[config.mk]
export PLATFORM = sky130hd
export DESIGN_NAME = dbus_arb
export DESIGN_NICKNAME = d
export VERILOG_FILES = /design/src/rtl/yd_bus_defs.sv /design/src/rtl/dbus_arb_pick.sv /design/src/rtl/dbus_arb.sv
export SDC_FILE = /design/constraint.sdc
export NUM_CORES = 1
export LEC_CHECK = 0
export BUFFER_PORTS_ARGS = -buffer_cell sky130_fd_sc_hd__buf_4
export CAP_MARGIN = 20
export CORE_ASPECT_RATIO = 1.5
export CORE_MARGIN = 2
export CORE_UTILIZATION = 29
export DETAILED_ROUTE_END_ITERATION = 6
export GPL_ROUTABILITY_DRIVEN = 0
export PLACE_DENSITY = 0.85
export SLEW_MARGIN = 20
export SYNTH_ARGS = -nofsm -noshare
export SYNTH_HDL_FRONTEND = slang
export SYNTH_SLANG_ARGS = --single-unit
[constraint.sdc]
create_clock -name clk -period 2.2 [get_ports clk]
set_input_delay 0.11 -clock clk [delete_from_list [all_inputs] [get_ports clk]]
set_output_delay 0.11 -clock clk [all_outputs]
set_load 0.005 [all_outputs]
[src/rtl/yd_bus_defs.sv]
// +--------------------------------------------------------------------------+
// | yd_bus_defs : shared data-bus widths, master indices, lock limit default  |
// | Rev 1.0                                                                  |
// +--------------------------------------------------------------------------+
`default_nettype none

package yd_bus_defs;

  localparam int AW_DEF       = 16;
  localparam int DW_DEF       = 16;
  localparam int LOCK_MAX_DEF = 8;

  typedef enum logic {
    MST_CORE = 1'b0,
    MST_AUX  = 1'b1
  } mst_e;

  function automatic mst_e other_mst(input mst_e m);
    return (m == MST_CORE) ? MST_AUX : MST_CORE;
  endfunction

endpackage

`default_nettype wire

[src/rtl/dbus_arb_pick.sv]
// +--------------------------------------------------------------------------+
// | dbus_arb_pick : combinational winner selection for the two-master arbiter |
// | Rev 1.0                                                                  |
// +--------------------------------------------------------------------------+
`default_nettype none

module dbus_arb_pick
  import yd_bus_defs::*;
(
  input  logic [1:0] req,
  input  logic [1:0] lock,
  input  logic       hold_vld,
  input  logic       hold_idx,
  input  logic       timeout,
  input  logic       tie_idx,
  output logic       win_vld,
  output logic       win_idx,
  output logic       win_hold
);

  logic hold_keeps;
  logic other_idx;

  assign hold_keeps = hold_vld && req[hold_idx] && lock[hold_idx] && !timeout;
  assign other_idx  = ~hold_idx;

  always_comb begin
    win_vld  = 1'b0;
    win_idx  = MST_CORE;
    win_hold = 1'b0;
    if (hold_keeps) begin
      win_vld  = 1'b1;
      win_idx  = hold_idx;
      win_hold = 1'b1;
    end else if (timeout && req[other_idx]) begin
      // A timed-out holder hands over to the waiting master, bypassing the tie rule.
      win_vld = 1'b1;
      win_idx = other_idx;
    end else if (&req) begin
      win_vld = 1'b1;
      win_idx = tie_idx;
    end else if (req[MST_CORE]) begin
      win_vld = 1'b1;
      win_idx = MST_CORE;
    end else if (req[MST_AUX]) begin
      win_vld = 1'b1;
      win_idx = MST_AUX;
    end
  end

endmodule

`default_nettype wire

[src/rtl/dbus_arb.sv]
// +--------------------------------------------------------------------------+
// | dbus_arb : two-master single-beat data-bus arbiter with locked bursts.    |
// | Optional round-robin tie-break: DBUS_ARB_RR_EN.  Rev 1.0                 |
// +--------------------------------------------------------------------------+
`default_nettype none

module dbus_arb
  import yd_bus_defs::*;
#(
  parameter int AW       = AW_DEF,
  parameter int DW       = DW_DEF,
  parameter int LOCK_MAX = LOCK_MAX_DEF
) (
  input  logic          clk,
  input  logic          rst,
  input  logic          m0_req,
  input  logic          m1_req,
  input  logic          m0_lock,
  input  logic          m1_lock,
  input  logic          m0_we,
  input  logic          m1_we,
  input  logic [AW-1:0] m0_addr,
  input  logic [AW-1:0] m1_addr,
  input  logic [DW-1:0] m0_wdata,
  input  logic [DW-1:0] m1_wdata,
  output logic          m0_gnt,
  output logic          m1_gnt,
  output logic          m0_rvalid,
  output logic          m1_rvalid,
  output logic [DW-1:0] m0_rdata,
  output logic [DW-1:0] m1_rdata,
  output logic [AW-1:0] s_addr,
  output logic [DW-1:0] s_din,
  output logic          s_we,
  input  logic [DW-1:0] s_dout
);

  localparam int CW = $clog2(LOCK_MAX + 1);

  logic          hold_vld;
  mst_e          hold_idx;
  logic [CW-1:0] lock_cnt;
  logic          timeout;
  logic          tie_idx;
  logic          win_vld;
  logic          win_idx;
  logic          win_hold;
  logic          win_lock;
  logic          win_we;
  logic [AW-1:0] win_addr;
  logic [DW-1:0] win_wdata;

  assign timeout = hold_vld && (lock_cnt == CW'(LOCK_MAX));

`ifdef DBUS_ARB_RR_EN
  mst_e last;

  always_ff @(posedge clk) begin
    if (rst) begin
      last <= MST_AUX;
    end else if (win_vld) begin
      last <= mst_e'(win_idx);
    end
  end

  assign tie_idx = other_mst(last);
`else
  assign tie_idx = MST_CORE;
`endif

  dbus_arb_pick u_pick (
    .req      ({m1_req, m0_req}),
    .lock     ({m1_lock, m0_lock}),
    .hold_vld (hold_vld),
    .hold_idx (hold_idx),
    .timeout  (timeout),
    .tie_idx  (tie_idx),
    .win_vld  (win_vld),
    .win_idx  (win_idx),
    .win_hold (win_hold)
  );

  assign m0_gnt = win_vld && (win_idx == MST_CORE);
  assign m1_gnt = win_vld && (win_idx == MST_AUX);

  assign win_lock  = (win_idx == MST_AUX) ? m1_lock  : m0_lock;
  assign win_we    = (win_idx == MST_AUX) ? m1_we    : m0_we;
  assign win_addr  = (win_idx == MST_AUX) ? m1_addr  : m0_addr;
  assign win_wdata = (win_idx == MST_AUX) ? m1_wdata : m0_wdata;

  assign s_we   = win_vld && win_we;
  assign s_addr = win_vld ? win_addr  : '0;
  assign s_din  = win_vld ? win_wdata : '0;

  // Any grant without lock, or a cycle with no grant at all, ends ownership.
  always_ff @(posedge clk) begin
    if (rst) begin
      hold_vld <= 1'b0;
      hold_idx <= MST_CORE;
      lock_cnt <= '0;
    end else if (win_vld && win_lock) begin
      if (win_hold) begin
        lock_cnt <= lock_cnt + CW'(1);
      end else begin
        hold_vld <= 1'b1;
        hold_idx <= mst_e'(win_idx);
        lock_cnt <= CW'(1);
      end
    end else begin
      hold_vld <= 1'b0;
      lock_cnt <= '0;
    end
  end

  always_ff @(posedge clk) begin
    if (rst) begin
      m0_rvalid <= 1'b0;
      m1_rvalid <= 1'b0;
    end else begin
      m0_rvalid <= m0_gnt && !m0_we;
      m1_rvalid <= m1_gnt && !m1_we;
    end
  end

  assign m0_rdata = m0_rvalid ? s_dout : '0;
  assign m1_rdata = m1_rvalid ? s_dout : '0;

endmodule

`default_nettype wire

Word-level counts from Yosys, hierarchy flattened
Index checks and enable logic that the tools add are counted.
Storage, ports and cells
  bits in registers: 8
  input port bits: 88
  output and inout bits: 69
  logic and storage cells: 57
Operators by class
  add/sub/neg operators: 1
  magnitude comparators: 2
  equality and inequality tests: 1
  mux-type cells: 25
  bitwise gates (word level): 4
  reductions and logical operators: 18
Operators by type and width (number)
  $mux 16: 6
  $mux 1: 19
  $logic_and 1x1->1: 11
  $add 4x1->4 const B: 1
  $eq 4x4->1 const B: 1
  $lt 1x2->1 const B: 2
  $not 1->1: 4
  $reduce_and 2->1: 2
  $logic_not 1->1: 3
  $reduce_or 3->1: 1
  $reduce_or 2->1: 1

Logic depth before layout (Yosys ltp)
Gate-level depths: netlist of the first run.
  depth after elaboration: 10
  mapped depth: 8
  gate-level depth less buffers: 7

Modules after synthesis
Synthesis of the first run repeated with hierarchy kept, for this count alone.
Second synthesis, totals
  cells, all modules: 161
  area total of the unflattened synthesis: 1229.9 um2
By module, submodules not included
  dbus_arb: times used 1, cells an instance 147, area an instance 1137.3 um2, seq. area each 160.2 um2
  dbus_arb_pick: times used 1, cells an instance 14, area an instance 92.6 um2, seq. area each 0.0 um2

Worst setup path after synthesis of the first run
Ideal clock, no wire load.
  path kind: reg2reg
  from: register lock_cnt[0]
  to: register lock_cnt[1]
  library setup time: 0.115 ns
  data arrival time: 1.658 ns
  data required time: 2.085 ns
  setup slack: 0.426 ns
  cell stages (with the launch flop): 8
  buffers on the path: 0
  period minus slack after synthesis: 1.774 ns
  cell sequence: dfxtp_1 > inv_1 > ha_1 > nand3b_4 > mux2_4 > a311o_1 > nor2b_4 > and3_1
On the way
  cells in the longest elaborated chain, start to end: 9
  elaborated cells on any way between the ends: 16
  classes of those cells: add/sub: 1; eq/ne: 1; mux: 6; bitwise: 2; reduce/logical: 6
RTL lines
  start: declaration: RTL line dbus_arb.sv:42  | logic [CW-1:0] lock_cnt;
  start signal: assignment: RTL line dbus_arb.sv:103  | lock_cnt <= lock_cnt + CW'(1);
  $eq 4x4->1: RTL line dbus_arb.sv:53  | assign timeout = hold_vld && (lock_cnt == CW'(LOCK_MAX));
  $logic_and 1x1->1: RTL line dbus_arb.sv:53
  $logic_and 1x1->1 / $logic_not 1->1 (equally long branches): RTL line dbus_arb_pick.sv:35, dbus_arb_pick.sv:24
  $mux 1 / $logic_and 1x1->1 (equally long branches): RTL line dbus_arb_pick.sv:35, dbus_arb_pick.sv:24
  $mux 1: RTL line dbus_arb_pick.sv:31  | if (hold_keeps) begin
  $mux 1: RTL line dbus_arb.sv:86  | assign win_lock = (win_idx == MST_AUX) ? m1_lock : m0_lock;
  $logic_and 1x1->1: RTL line dbus_arb.sv:101  | end else if (win_vld && win_lock) begin
  $not 1->1 (no source line)
  $reduce_or 3->1 (no source line)
Parallel ways exist; a longest one is shown, timed or not.
A chain may end at the register's enable or synchronous reset.

Worst setup path in the final report of the first run
  from: register lock_cnt[0]
  to: output s_din[10]
On the way
  cells in the longest elaborated chain, start to end: 7
  elaborated cells on any way between the ends: 11
  classes of those cells: eq/ne: 1; mux: 6; reduce/logical: 4
RTL lines
  $eq 4x4->1 *: RTL line dbus_arb.sv:53
  $logic_and 1x1->1 *: RTL line dbus_arb.sv:53
  $logic_and 1x1->1 / $logic_not 1->1 (equally long branches): RTL line dbus_arb_pick.sv:35, dbus_arb_pick.sv:24
  $mux 1 / $logic_and 1x1->1 (equally long branches): RTL line dbus_arb_pick.sv:35, dbus_arb_pick.sv:24
  $mux 1: RTL line dbus_arb_pick.sv:31
  $mux 16: RTL line dbus_arb.sv:89  | assign win_wdata = (win_idx == MST_AUX) ? m1_wdata : m0_wdata;
  $mux 16 *: RTL line dbus_arb.sv:93  | assign s_din = win_vld ? win_wdata : '0;
  end: declaration: RTL line dbus_arb.sv:33  | output logic [DW-1:0] s_din,
Every way passes the cells marked *; elsewhere a longest branch is shown, timed or not.

==> results.txt, run 1 <==
- Tightest Hold Check Type: input pin to flip-flop
- Async set-or-reset flop fraction in the synthesized netlist: 0%
- Clk pin slew, worst setup/hold paths: 40 ps
- Dividing the detail-routed wire length by the instance count gives 17.00 um.
* Total number of H-tree levels: 1
- For this run, the leading register cell type out of synthesis is sky130_fd_sc_hd__dfxtp_1.
- Post-DP HPWL: 4309 um
* Switching Fraction: between 20% and 30%
- Flip-flop and latch count after synthesis: 8
- STA classifies the critical path startpoint as a flip-flop.
- Overall track demand over capacity in global routing: about a quarter
- Entering global routing, the biggest net connects 36 pins.
- The clock reaches the later pin of the worst-skew pair after between 200 and 250 ps.
* Vias after detailed routing: 1547
- Final layout net count: roughly 370
- Buffer cell driving the clock tree root: sky130_fd_sc_hd__clkbuf_8
- Summed over its instances, the top area cell type makes up 29.46% of the synthesized netlist area.
- Share of power burned in combinational logic: 50.0%
- Mean instance size in the synthesized netlist: just over 8 um2
* Total clock sinks: 8
- Data required time of the critical path: between 2000 and 2500 ps
- Summed over all layers, the global routing overflow is 0.
- Measured along the x axis, the die boundary spans slightly above 50 um.
- The share of the Yosys chip area taken by registers is 16.33%.
- Number of antenna cells inserted: 0
* Number of enable-type register cells in the synthesized netlist: 0
* Max_cap viols: 0
* IO Port Bufs: 156
- Setup repair after global routing left no endpoint under its margin.
* Number of filler cells placed in the layout: 296
- Power per unit of standard cell area: 304.5 mW/mm2
* Clock tree from TritonCTS: yes
- Leading cell types in the layout, fill and taps excluded: 157 x sky130_fd_sc_hd__buf_4, 33 x sky130_fd_sc_hd__and2_1, 33 x sky130_fd_sc_hd__a22o_1
- Highest clock frequency the design can meet: 471.1 MHz
* Total leakage power: approximately 1.2 nW
- Slew of the pin with the lowest slew margin: 428.8 ps
- Sequential cells burn 23.2% of the power.
- Clk_skew: 3.735 ps
- The initial antenna violation count was 0.
- Number of I/O pins: around 160
* Tightest slew margin relative to the limit: 71.37%
* Number of warning messages in the yosys log: 0
- By area the synthesized netlist is led by sky130_fd_sc_hd__a22o_1 29%, sky130_fd_sc_hd__and2_1 21%, sky130_fd_sc_hd__dfxtp_1 16%.
* Register Area: 161.4 um2
- Crit end category: output pin
- Via count of the first global-routing pass: roughly 1.4k
- Total iterations of the first detailed-routing run: 4
- In the final layout, the multi-input gates occupy between 700 and 800 um2.
* # setup viols final: 0
- Part of the cycle the worst path needs: 96.48%
- Switch Pwr: 0.1878 mW
- In this run, post-CTS hold repair placed 0 buffers.
- The first global-routing pass estimated 7189 um of wire.
* Via-to-Cell Ratio: 4.927
- Detailed Route Iter0 Violations: 27
- The placed instances occupy a cell area of between 0.002 and 0.0025 mm2.
* Core area: roughly 0.0032 mm2
* Rows: 25
- The flow ran to the end, and the final reports show no timing, DRC or antenna violations.
- Internal power consumption: 0.4937 mW
- Number of buffers created by CTS: 3
- For this configuration, the core starts out at a cell density of a little under a third.
- Remaining number of nets flagged by the antenna check after routing: 0
- On the worst path, the slowest cell contributes a delay of 330 ps.
* Synth Instances: 121
* Layout Area Growth over Synthesis: 128.2%
* Finished Cell Area: 0.002238 mm2
* Minimum period implied by the final worst setup slack: 2122 ps
- Arrival time at the worst endpoint: 2010 ps
- The synthesized netlist occupies a cell area of 980.9 um2.
- Share of post-route cells with drive strength above 1: roughly 61%
* Routed wire length: 5337 um
- Final routed DRC violation total: 0
* Max-slew violation count: 0
- In this run the worst path has a maximum fanout of 35.
* Distinct cell type count after synthesis: 29
- Nets in the synthesized netlist: 211
- Most common cell after layout, fill and taps aside: sky130_fd_sc_hd__buf_4
- By startpoint and endpoint, the worst setup path is classified as flip-flop to output pin.
- Total Die Area: 0.003873 mm2
* Yosys top cell by area: sky130_fd_sc_hd__a22o_1
- Power share of the clock group: 26.8%
- Final core utilization: 70.16%
- The number of endpoints with negative hold slack in the final report is 0.
- IR analysis of the VDD net gives a maximum drop of 0.3160 mV.
- The largest individual stage delay along the critical path comes from the cell sky130_fd_sc_hd__dfxtp_2.
- Adding up every negative setup slack in the final design gives 0 ps.
* Maximum clock insertion buffer count: 2
- Traced cell by cell, the critical path runs through inv_1 > ha_1 > nand3b_4 > and3_1 > o21ai_1 > a21oi_2 > buf_12 > a22o_1 > buf_4.
- Measured along the y axis, the die boundary spans 75.23 um.
==> synthesized netlist by cell type, types with 2 or more instances <==
cell type / number
sky130_fd_sc_hd__a22o_1: 33
sky130_fd_sc_hd__and2_1: 33
sky130_fd_sc_hd__and3_1: 3
sky130_fd_sc_hd__buf_2: 6
sky130_fd_sc_hd__clkbuf_1: 2
sky130_fd_sc_hd__dfxtp_1: 8
sky130_fd_sc_hd__ha_1: 2
sky130_fd_sc_hd__inv_1: 3
sky130_fd_sc_hd__mux2i_1: 2
sky130_fd_sc_hd__nand2_1: 3
sky130_fd_sc_hd__nand2b_1: 2
sky130_fd_sc_hd__nand3_1: 2
sky130_fd_sc_hd__nand3b_1: 2
sky130_fd_sc_hd__nor2_1: 4
sky130_fd_sc_hd__nor3b_1: 2
==> through the flow <==
stage	setup WS [ps]	hold slack, ps	std cells	power, mW
after global routing	2.208	50.35	314	0.7108
final	77.53	50.46	314	0.6816
after global placement	352.4	287.5	311	0.4960
after detailed placement	324.3	289.8	311	0.4963
after CTS	24.81	50.81	314	0.6812
after floorplan	426.1	179.3	121	0.2575
==> final cells by class <==
class	instances	share of cell area [%]
Timing Repair Buffer	159	54.05
Multi-Input combinational cell	101	34.15
Sequential cell	8	7.211
Tap cell	40	2.236
Clock buffer	3	1.845
Inverter	3	0.5031
==> path summary, 6_finish.rpt <==
check,slack (ps),endpoint,start,depth (start not counted)
max,80,s_din[10],lock_cnt[0]$_SDFF_PP0_,9
min,50,m0_rvalid$_SDFF_PP0_,m0_we,2
max reg2reg,330,lock_cnt[1]$_SDFF_PP0_,lock_cnt[0]$_SDFF_PP0_,7
min reg2reg,470,lock_cnt[0]$_SDFF_PP0_,lock_cnt[0]$_SDFF_PP0_,1
==> logic make-up (layout without fill, tap and decap cells) <==
family | Yosys count | count (layout) | share of synthesized area, %
compound gates | 39 | 39 | 34.06
xor+xnor | 2 | 2 | 1.786
fa+ha+maj | 2 | 2 | 2.551
buf+inv | 12 | 165 | 5.740
flops | 8 | 8 | 16.33
mux | 3 | 3 | 3.571
simple gates | 55 | 55 | 35.97
==> worst max-delay path: cells and delay by family, from the launching register on <==
| kind | cells | cell delay (ps) |
|---|---|---|
| simple gates | 2 | 320 |
| compound gates | 3 | 520 |
| buf+inv | 3 | 380 |
| fa+ha+maj | 1 | 200 |
| flops | 1 | 330 |
==> power groups by stage <==
stage,Clock [mW],Combinational (mW),Sequential (mW)
floorplan,0,0.101,0.157
global placement,0,0.336,0.160
detailed placement,0,0.336,0.160
CTS,0.184,0.340,0.158
global route,0.189,0.363,0.159
finish,0.183,0.340,0.158
==> repair_timing <==
| item | in CTS | in global routing |
|---|---|---|
| setup endpoints to repair | 0 | 18 |
| setup buffers | 0 | 0 |
| resized for setup | 0 | 2 |
==> metal layers <==
| metal | vias up | routed length [um] | global-route usage [%] |
|---|---|---|---|
| met4 | 0 | 28 | 3.509 |
| met3 | 5 | 611 | 7.937 |
| met5 | - | 0 | 0 |
| li1 | 752 | - | - |
| met1 | 699 | 2215 | 34.66 |
| met2 | 91 | 2482 | 38.46 |
==> sequential cells by signal, indices dropped and copies added, names as in the netlist <==
name and cells:
m0_rvalid 1, hold_vld 1, lock_cnt 4, m1_rvalid 1, hold_idx 1
No activity file was read; power rests on OpenSTA's default activity.
==> inputs of run 2 (changes only) <==
--- a/config.mk
+++ b/config.mk
@@ -5,7 +5,7 @@
 export SDC_FILE = /design/constraint.sdc
 export NUM_CORES = 1
 export LEC_CHECK = 0
-export BUFFER_PORTS_ARGS = -buffer_cell sky130_fd_sc_hd__buf_4
+export BUFFER_PORTS_ARGS = -buffer_cell sky130_fd_sc_hd__buf_2
 export CAP_MARGIN = 20
 export CORE_ASPECT_RATIO = 1.5
 export CORE_MARGIN = 2
==> constraint.sdc (replaced) <==
create_clock -name clk -period 2.35 [get_ports clk]
set_input_delay 0.1175 -clock clk [delete_from_list [all_inputs] [get_ports clk]]
set_output_delay 0.1175 -clock clk [all_outputs]
set_load 0.005 [all_outputs]
==> run 2 against run 1 <==
Design area decreased by 18%; sequential power decreased by 6%; non-clock buffer count unchanged; register-to-register slack improved by 120 ps; largest cell class unchanged; flip-flop and latch count unchanged; final cell count unchanged; global-route usage decreased by 1.9 points.
==> results.txt, run 2 (same netlist as run 1, synthesis figures left out) <==
- Outcome: finished, final reports clean
* Highest clock frequency the design can meet: 453.4 MHz
* Final layout net count: 366 (unchanged)
* Maximum net fanout on the critical path: 35 (unchanged)
- The per-cell routed wire length is 15.58 um (-8.3%).
* Minimum period implied by the final worst setup slack: 2206 ps
- The die span in y came to 75.23 um (unchanged).
* Number of I/O pins: 157 (unchanged)
* Highest ir drop seen on vdd: 0.3911 mV (+24%)
* Overall track demand over capacity in global routing: 23.03% (-1.9 points)
- The length of the first detailed-routing pass in iterations came to 4 (unchanged).
- The post-detailed-route via-to-cell ratio is 4.952 (+0.52%).
- Critical-path cell list: inv_1 > ha_1 > nand3b_4 > and3_1 > o21ai_1 > a21oi_2 > buf_4 > a22o_1 > buf_2
- Critical Path Start Type: flip-flop
- Start-to-end type of the worst setup path: flip-flop to output pin
* Number of antenna cells inserted: 0 (unchanged)
* Critical hold path startpoint: m1_we
- Crit end category: output pin
- Setup repair after global routing left no endpoint under its margin.
* Largest Register: lock_cnt
- Number of standard cells in the final layout excluding fillers: 314 (unchanged)
* Gr ovfl total: 0 (unchanged)
- Buffer cell driving the clock tree root: sky130_fd_sc_hd__clkbuf_8
- The post-CTS resize count is 0 (unchanged).
- The layer flagged by global routing as most heavily used is met1.
- The worst-skew pair later-pin latency came to 230 ps (about the same).
- Width of the die: 51.49 um (unchanged)
- The number of buffers inserted by port buffering came to 156 (unchanged).
* # setup viols final: 0 (unchanged)
- The startpoint identified for the worst register-to-register timing path is lock_cnt[0]$_SDFF_PP0_.
- Routed wire length: 4892 um (-8.3%)
- The global-route wire length before repair came to 6630 um (-7.8%).
* Effective utilization at floorplan: 30.75% (unchanged)
- The total count of max-transition violations in the final report is 0 (unchanged).
- The internal reg-to-reg setup slack is 450 ps (+120 ps).
- Initial antenna violation count: 0 (unchanged)
- Capturing point of the worst reg2reg path: lock_cnt[1]$_SDFF_PP0_
- The data arrival time of the critical path came to 2090 ps (+80 ps).
- The flip-flop count of the largest register after layout came to 4 (unchanged).
* Leading cell types in the layout, fill and taps excluded: 156 x sky130_fd_sc_hd__buf_2, 33 x sky130_fd_sc_hd__and2_1, 33 x sky130_fd_sc_hd__a22o_1
* Total clock sinks: 8 (unchanged)
* Layout Area Growth over Synthesis: 86.61%
* Buffers inserted by post-CTS timing repair: 0 (unchanged)
- Slew of the pin with the lowest slew margin: 400.7 ps (-28.13 ps)
- Total leakage power: 1.141 nW (-8.0%)
- The first-iteration detailed-routing DRC count came to 56 (+110%).
* Remaining number of nets flagged by the antenna check after routing: 0 (unchanged)
- The clock skew was 9.063 ps (+5.328 ps).
* Tightest slew margin relative to the limit: 73.25% (+1.9 points)
* Placed Instances: 311 (unchanged)
- Clock tree from TritonCTS: yes
- The die area came to 0.003873 mm2 (unchanged).
- The maximum root-to-sink buffer count is 2 (unchanged).
- Rows: 25 (unchanged)
- Part of the cycle the worst path needs: a little over nine tenths
* Total number of H-tree levels: 1 (unchanged)
* Routing usage on met3: 6.944% (-0.99 points)
- Core area: 0.003191 mm2 (unchanged)
- Met2 usage: 32.91% (-5.6 points)
- The number of cells traversed by the worst register-to-register path came to 7 (unchanged).
- The summed negative setup slack over all endpoints came to 0 ps (unchanged).
- Vias after detailed routing: 1555 (+0.52%)
- Worst hold slack: 69.69 ps (+19.23 ps)
- Hold bufs inserted after CTS: 0 (unchanged)
- Via count of the first global-routing pass: 1285 (-4.9%)
* Largest net degree at the start of global routing: 36 (unchanged)
- Worst stage delay on the critical path: 370 ps (+40 ps)
- The fraction of layout cells with a size suffix above 1 was 60.58% (-0.36 points).
- Final core utilization: 57.37% (-13 points)
* Data required time of the critical path: 2230 ps (+140 ps)
- Final routed DRC violation total: 0 (unchanged)
- The setup slack after placement came to 415.3 ps (+91.04 ps).
- Most common cell after layout, fill and taps aside: sky130_fd_sc_hd__buf_2
- Number of buffers created by CTS: 3 (unchanged)
* Final setup margin: 144.2 ps (+66.72 ps)
- The number of endpoints with negative hold slack in the final report came to 0 (unchanged).
* Cell at the slowest stage of the critical path: sky130_fd_sc_hd__dfxtp_1
- Met1 demand-to-capacity share in global routing: 34.06% (-0.60 points)
- The worst hold path terminates at m1_rvalid$_SDFF_PP0_.
- Max_cap viols: 0 (unchanged)
- Tightest Hold Check Type: input pin to flip-flop
- The total power divided by cell area is 305.8 mW/mm2 (+0.43%).
- WHS Path Cells: 2 (unchanged)
- The register clock-pin slew on the reported worst setup and hold paths is 50 ps (about the same).
[run 2: cell counts in the layout (fill, tap and decap cells not counted)]
No cell type changed its count.
[run 2: cell type report]
type | count | area (um2)
Clock buffer | 3 | 41.29
Fill cell | 310 | 1360
Inverter | 3 | 11.26
Multi-Input combinational cell | 101 | 764.5
Sequential cell | 8 | 160.2
Tap cell | 40 | 50.05
Timing Repair Buffer | 159 | 803.3
[run 2: metal layers]
metal / routed length [um] / up-vias / part of all wire (%)
li1: - / 752 / -
met1: 2164 / 686 / 44
met2: 2134 / 115 / 44
met3: 571 / 2 / 12
met4: 21 / 0 / 0.43
met5: 0 / - / 0
[run 2: through the flow]
step | area (um2) | total power, mW
after floorplan | 980.9 | 0.2411
after global placement | 1789 | 0.3894
after detailed placement | 1789 | 0.3886
after CTS | 1831 | 0.5609
after global routing | 1831 | 0.5926
final | 1831 | 0.5598
[run 2: report_power, final]
group,switching [mW],internal [mW],leakage (nW)
combinational,0.105,0.138,1.05
sequential,0.00765,0.140,0.0652
clock,0.0575,0.111,0.0216
total,0.171,0.389,1.14
[run 2: how the worst max path moves through the flow]
stage / from / end / cells after the start / slack (ps)
after floorplan: lock_cnt[0]$_SDFF_PP0_ / lock_cnt[1]$_SDFF_PP0_ / 7 / 580
after global placement: lock_cnt[0]$_SDFF_PP0_ / s_din[10] / 9 / 470
after detailed placement: lock_cnt[0]$_SDFF_PP0_ / s_din[10] / 9 / 420
after CTS: lock_cnt[0]$_SDFF_PP0_ / s_din[10] / 9 / 160
after global routing: lock_cnt[0]$_SDFF_PP0_ / s_din[10] / 9 / 20
final: lock_cnt[0]$_SDFF_PP0_ / s_din[10] / 9 / 140
[run 2: critical path, delay by kind of cell (launching register included)]
kind / cells / cell delay (ps)
fa+ha+maj: 1 / 230
flops: 1 / 370
compound gates: 3 / 460
buf+inv: 3 / 520
simple gates: 2 / 280
==> inputs of run 3 (changes only) <==
==> constraint.sdc (replaced) <==
create_clock -name clk -period 2.3 [get_ports clk]
set_input_delay 0.115 -clock clk [delete_from_list [all_inputs] [get_ports clk]]
set_output_delay 0.115 -clock clk [all_outputs]
set_load 0.005 [all_outputs]
==> run 3 against run 2 <==
Utilization is 0.39 points higher; setup slack better by 37 ps; non-clock buffer count stayed put; clock skew is 6.1 ps lower; critical path depth is 1 lower; first-iteration DRC count is 11% lower; final cell count stayed put; total power is 0.27% higher; largest power group unchanged.
==> results.txt, run 3 (same netlist as run 1, synthesis figures left out) <==
* Outcome: finished, final reports clean
- The maximum vdd ir drop is 0.3333 mV (-15%).
* Total leakage power: 1.145 nW (+0.32%)
- Setup repair after global routing left no endpoint under its margin.
* Most common cell after layout, fill and taps aside: sky130_fd_sc_hd__buf_2
- The number of buffers inserted by port buffering is 156 (unchanged).
- The instance area after placement was 0.001802 mm2 (+0.70%).
- From synthesis to final layout, the design area changed by 87.88%.
- Detailed Route Iter0 Violations: 50 (-11%)
- In this run the worst hold path is classified as input pin to flip-flop.
- The number of rows in the core area is 25 (unchanged).
- The hold buffer count at CTS is 0 (unchanged).
- Max_cap viols: 0 (unchanged)
- Number of filler cells placed in the layout: 318 (+2.6%)
- Flip-flop count of the largest register, all copies and words added: 4 (unchanged)
- lock_cnt holds more flip-flops than any other register.
- Buffer cell driving the clock tree root: sky130_fd_sc_hd__clkbuf_8
- The buffer count from post-CTS setup fixing was 0 (unchanged).
- Start-to-end type of the worst setup path: flip-flop to output pin
- Total iterations of the first detailed-routing run: 4 (unchanged)
* Power per unit of standard cell area: 304.5 mW/mm2 (-0.41%)
* Final setup margin: 181.3 ps (+37.03 ps)
- Tightest slew margin relative to the limit: 72.91% (-0.34 points)
* Vias after detailed routing: 1513 (-2.7%)
* Arrival time at the worst endpoint: 2000 ps (-90 ps)
- Final core utilization: 57.76% (+0.39 points)
- STA classifies the critical path startpoint as a flip-flop.
- # setup viols final: 0 (unchanged)
* Placed Instances: 311 (unchanged)
- Clk_skew: 3.001 ps (-6.062 ps)
* Core area: 0.003191 mm2 (unchanged)
* Die outline height: 75.23 um (unchanged)
* Share of post-route cells with drive strength above 1: 60.58% (unchanged)
- PnR Total Power: 0.5613 mW (+0.27%)
- Remaining number of nets flagged by the antenna check after routing: 0 (unchanged)
- Maximum clock insertion buffer count: 2 (unchanged)
- Number of antenna cells inserted: 0 (unchanged)
- The total DRC errors in the routed layout was 0 (unchanged).
- Number of I/O pins: 157 (unchanged)
- The horizontal die dimension is 51.49 um (unchanged).
- The per-cell routed wire length is 15.23 um (-2.2%).
- The number of global-route vias before repair came to 1307 (+1.7%).
* Finished Cell Area: 0.001843 mm2 (+0.68%)
* Leading cell types in the layout, fill and taps excluded: 156 x sky130_fd_sc_hd__buf_2, 33 x sky130_fd_sc_hd__and2_1, 33 x sky130_fd_sc_hd__a22o_1
- Total Die Area: 0.003873 mm2 (unchanged)
- The aggregate global routing overflow came to 0 (unchanged).
- Total number of H-tree levels: 1 (unchanged)
* Worst hold slack: 74.19 ps (+4.503 ps)
- Minimum period implied by the final worst setup slack: 2119 ps
- The total count of max-transition violations in the final report was 0 (unchanged).
- TritonCTS built the clock tree.
- The global-route wire length before repair was 6382 um (-3.7%).
- Overall track demand over capacity in global routing: 21.87% (-1.2 points)
* Part of the cycle the worst path needs: 92.12%
- Pre-CTS WS: 415.5 ps (+0.1950 ps)
- The summed negative setup slack over all endpoints came to 0 ps (unchanged).
- Insertion delay of the later-clocked pin in the worst-skew pair: 220 ps (about the same)
* Total clock sinks: 8 (unchanged)
* Data required time of the critical path: 2180 ps (-50 ps)
- Switch Pwr: 0.1620 mW (-5.0%)
- The measured slew at the worst slew-check pin came to 405.7 ps (+5.073 ps).
- Maximum net fanout on the critical path: 18 (-49%)
- Derived from the worst setup path, the maximum achievable clock frequency is roughly 470 MHz.
- Number of standard cells in the final layout excluding fillers: 314 (unchanged)
- Largest net degree at the start of global routing: 36 (unchanged)
- Switching Fraction: 28.86% (-1.6 points)
- The internal reg-to-reg setup slack came to 420 ps (-30 ps).
- The clock group share of total power is 28.6% (-1.6 points).
* Number of hold violations in the final report: 0 (unchanged)
- The register clock-pin slew on the reported worst setup and hold paths is 40 ps (about the same).
* CTS resizes: 0 (unchanged)
- Final layout net count: 366 (unchanged)
- The combinational fraction of design power is 44.6% (+1.2 points).
* Via-to-Cell Ratio: 4.818 (-2.7%)
- The initial antenna violation count was 0 (unchanged).
- The internal power contribution came to 0.3993 mW (+2.6%).
* Routed wire length: 4783 um (-2.2%)
* Crit end category: output pin
* Number of buffers created by CTS: 3 (unchanged)
* Effective utilization at floorplan: 30.75% (unchanged)
- The share of total power in sequential cells is 26.9% (+0.5 points).
-- run 3: worst max-delay path, stage by stage, from the launching register on --
cell,delay (ps)
sky130_fd_sc_hd__dfxtp_1,370
sky130_fd_sc_hd__inv_1,60
sky130_fd_sc_hd__ha_1,220
sky130_fd_sc_hd__nand3b_4,120
sky130_fd_sc_hd__mux2_4,310
sky130_fd_sc_hd__and2_1,170
sky130_fd_sc_hd__buf_4,190
sky130_fd_sc_hd__a22o_1,220
sky130_fd_sc_hd__buf_2,130
-- run 3: area by class of cell --
type	instances	area (um2)	share of cell area [%]
Timing Repair Buffer	159	815.8	44.26
Multi-Input combinational cell	101	764.5	41.48
Sequential cell	8	160.2	8.690
Tap cell	40	50.05	2.716
Clock buffer	3	41.29	2.240
Inverter	3	11.26	0.6110
-- run 3: layer usage --
layer	vias up	GRT usage, %	share of wire [%]
met2	91	33.90	45
met1	664	31.65	44
met5	-	0	0
li1	758	-	-
met4	0	2.632	0
met3	0	5.159	11
-- run 3: power groups by stage --
stage	Combinational (mW)	Clock, mW	Sequential, mW
global route	0.271	0.176	0.152
CTS	0.249	0.166	0.151
finish	0.250	0.160	0.151
global placement	0.247	0	0.153
detailed placement	0.246	0	0.153
floorplan	0.0964	0	0.150
-- run 3: final timing paths --
check,start,endpoint,cells after the start
hold / removal,m0_we,m0_rvalid$_SDFF_PP0_,2
hold reg to reg,lock_cnt[0]$_SDFF_PP0_,lock_cnt[0]$_SDFF_PP0_,1
setup reg to reg,lock_cnt[0]$_SDFF_PP0_,lock_cnt[1]$_SDFF_PP0_,7
setup / recovery,lock_cnt[0]$_SDFF_PP0_,s_din[11],8
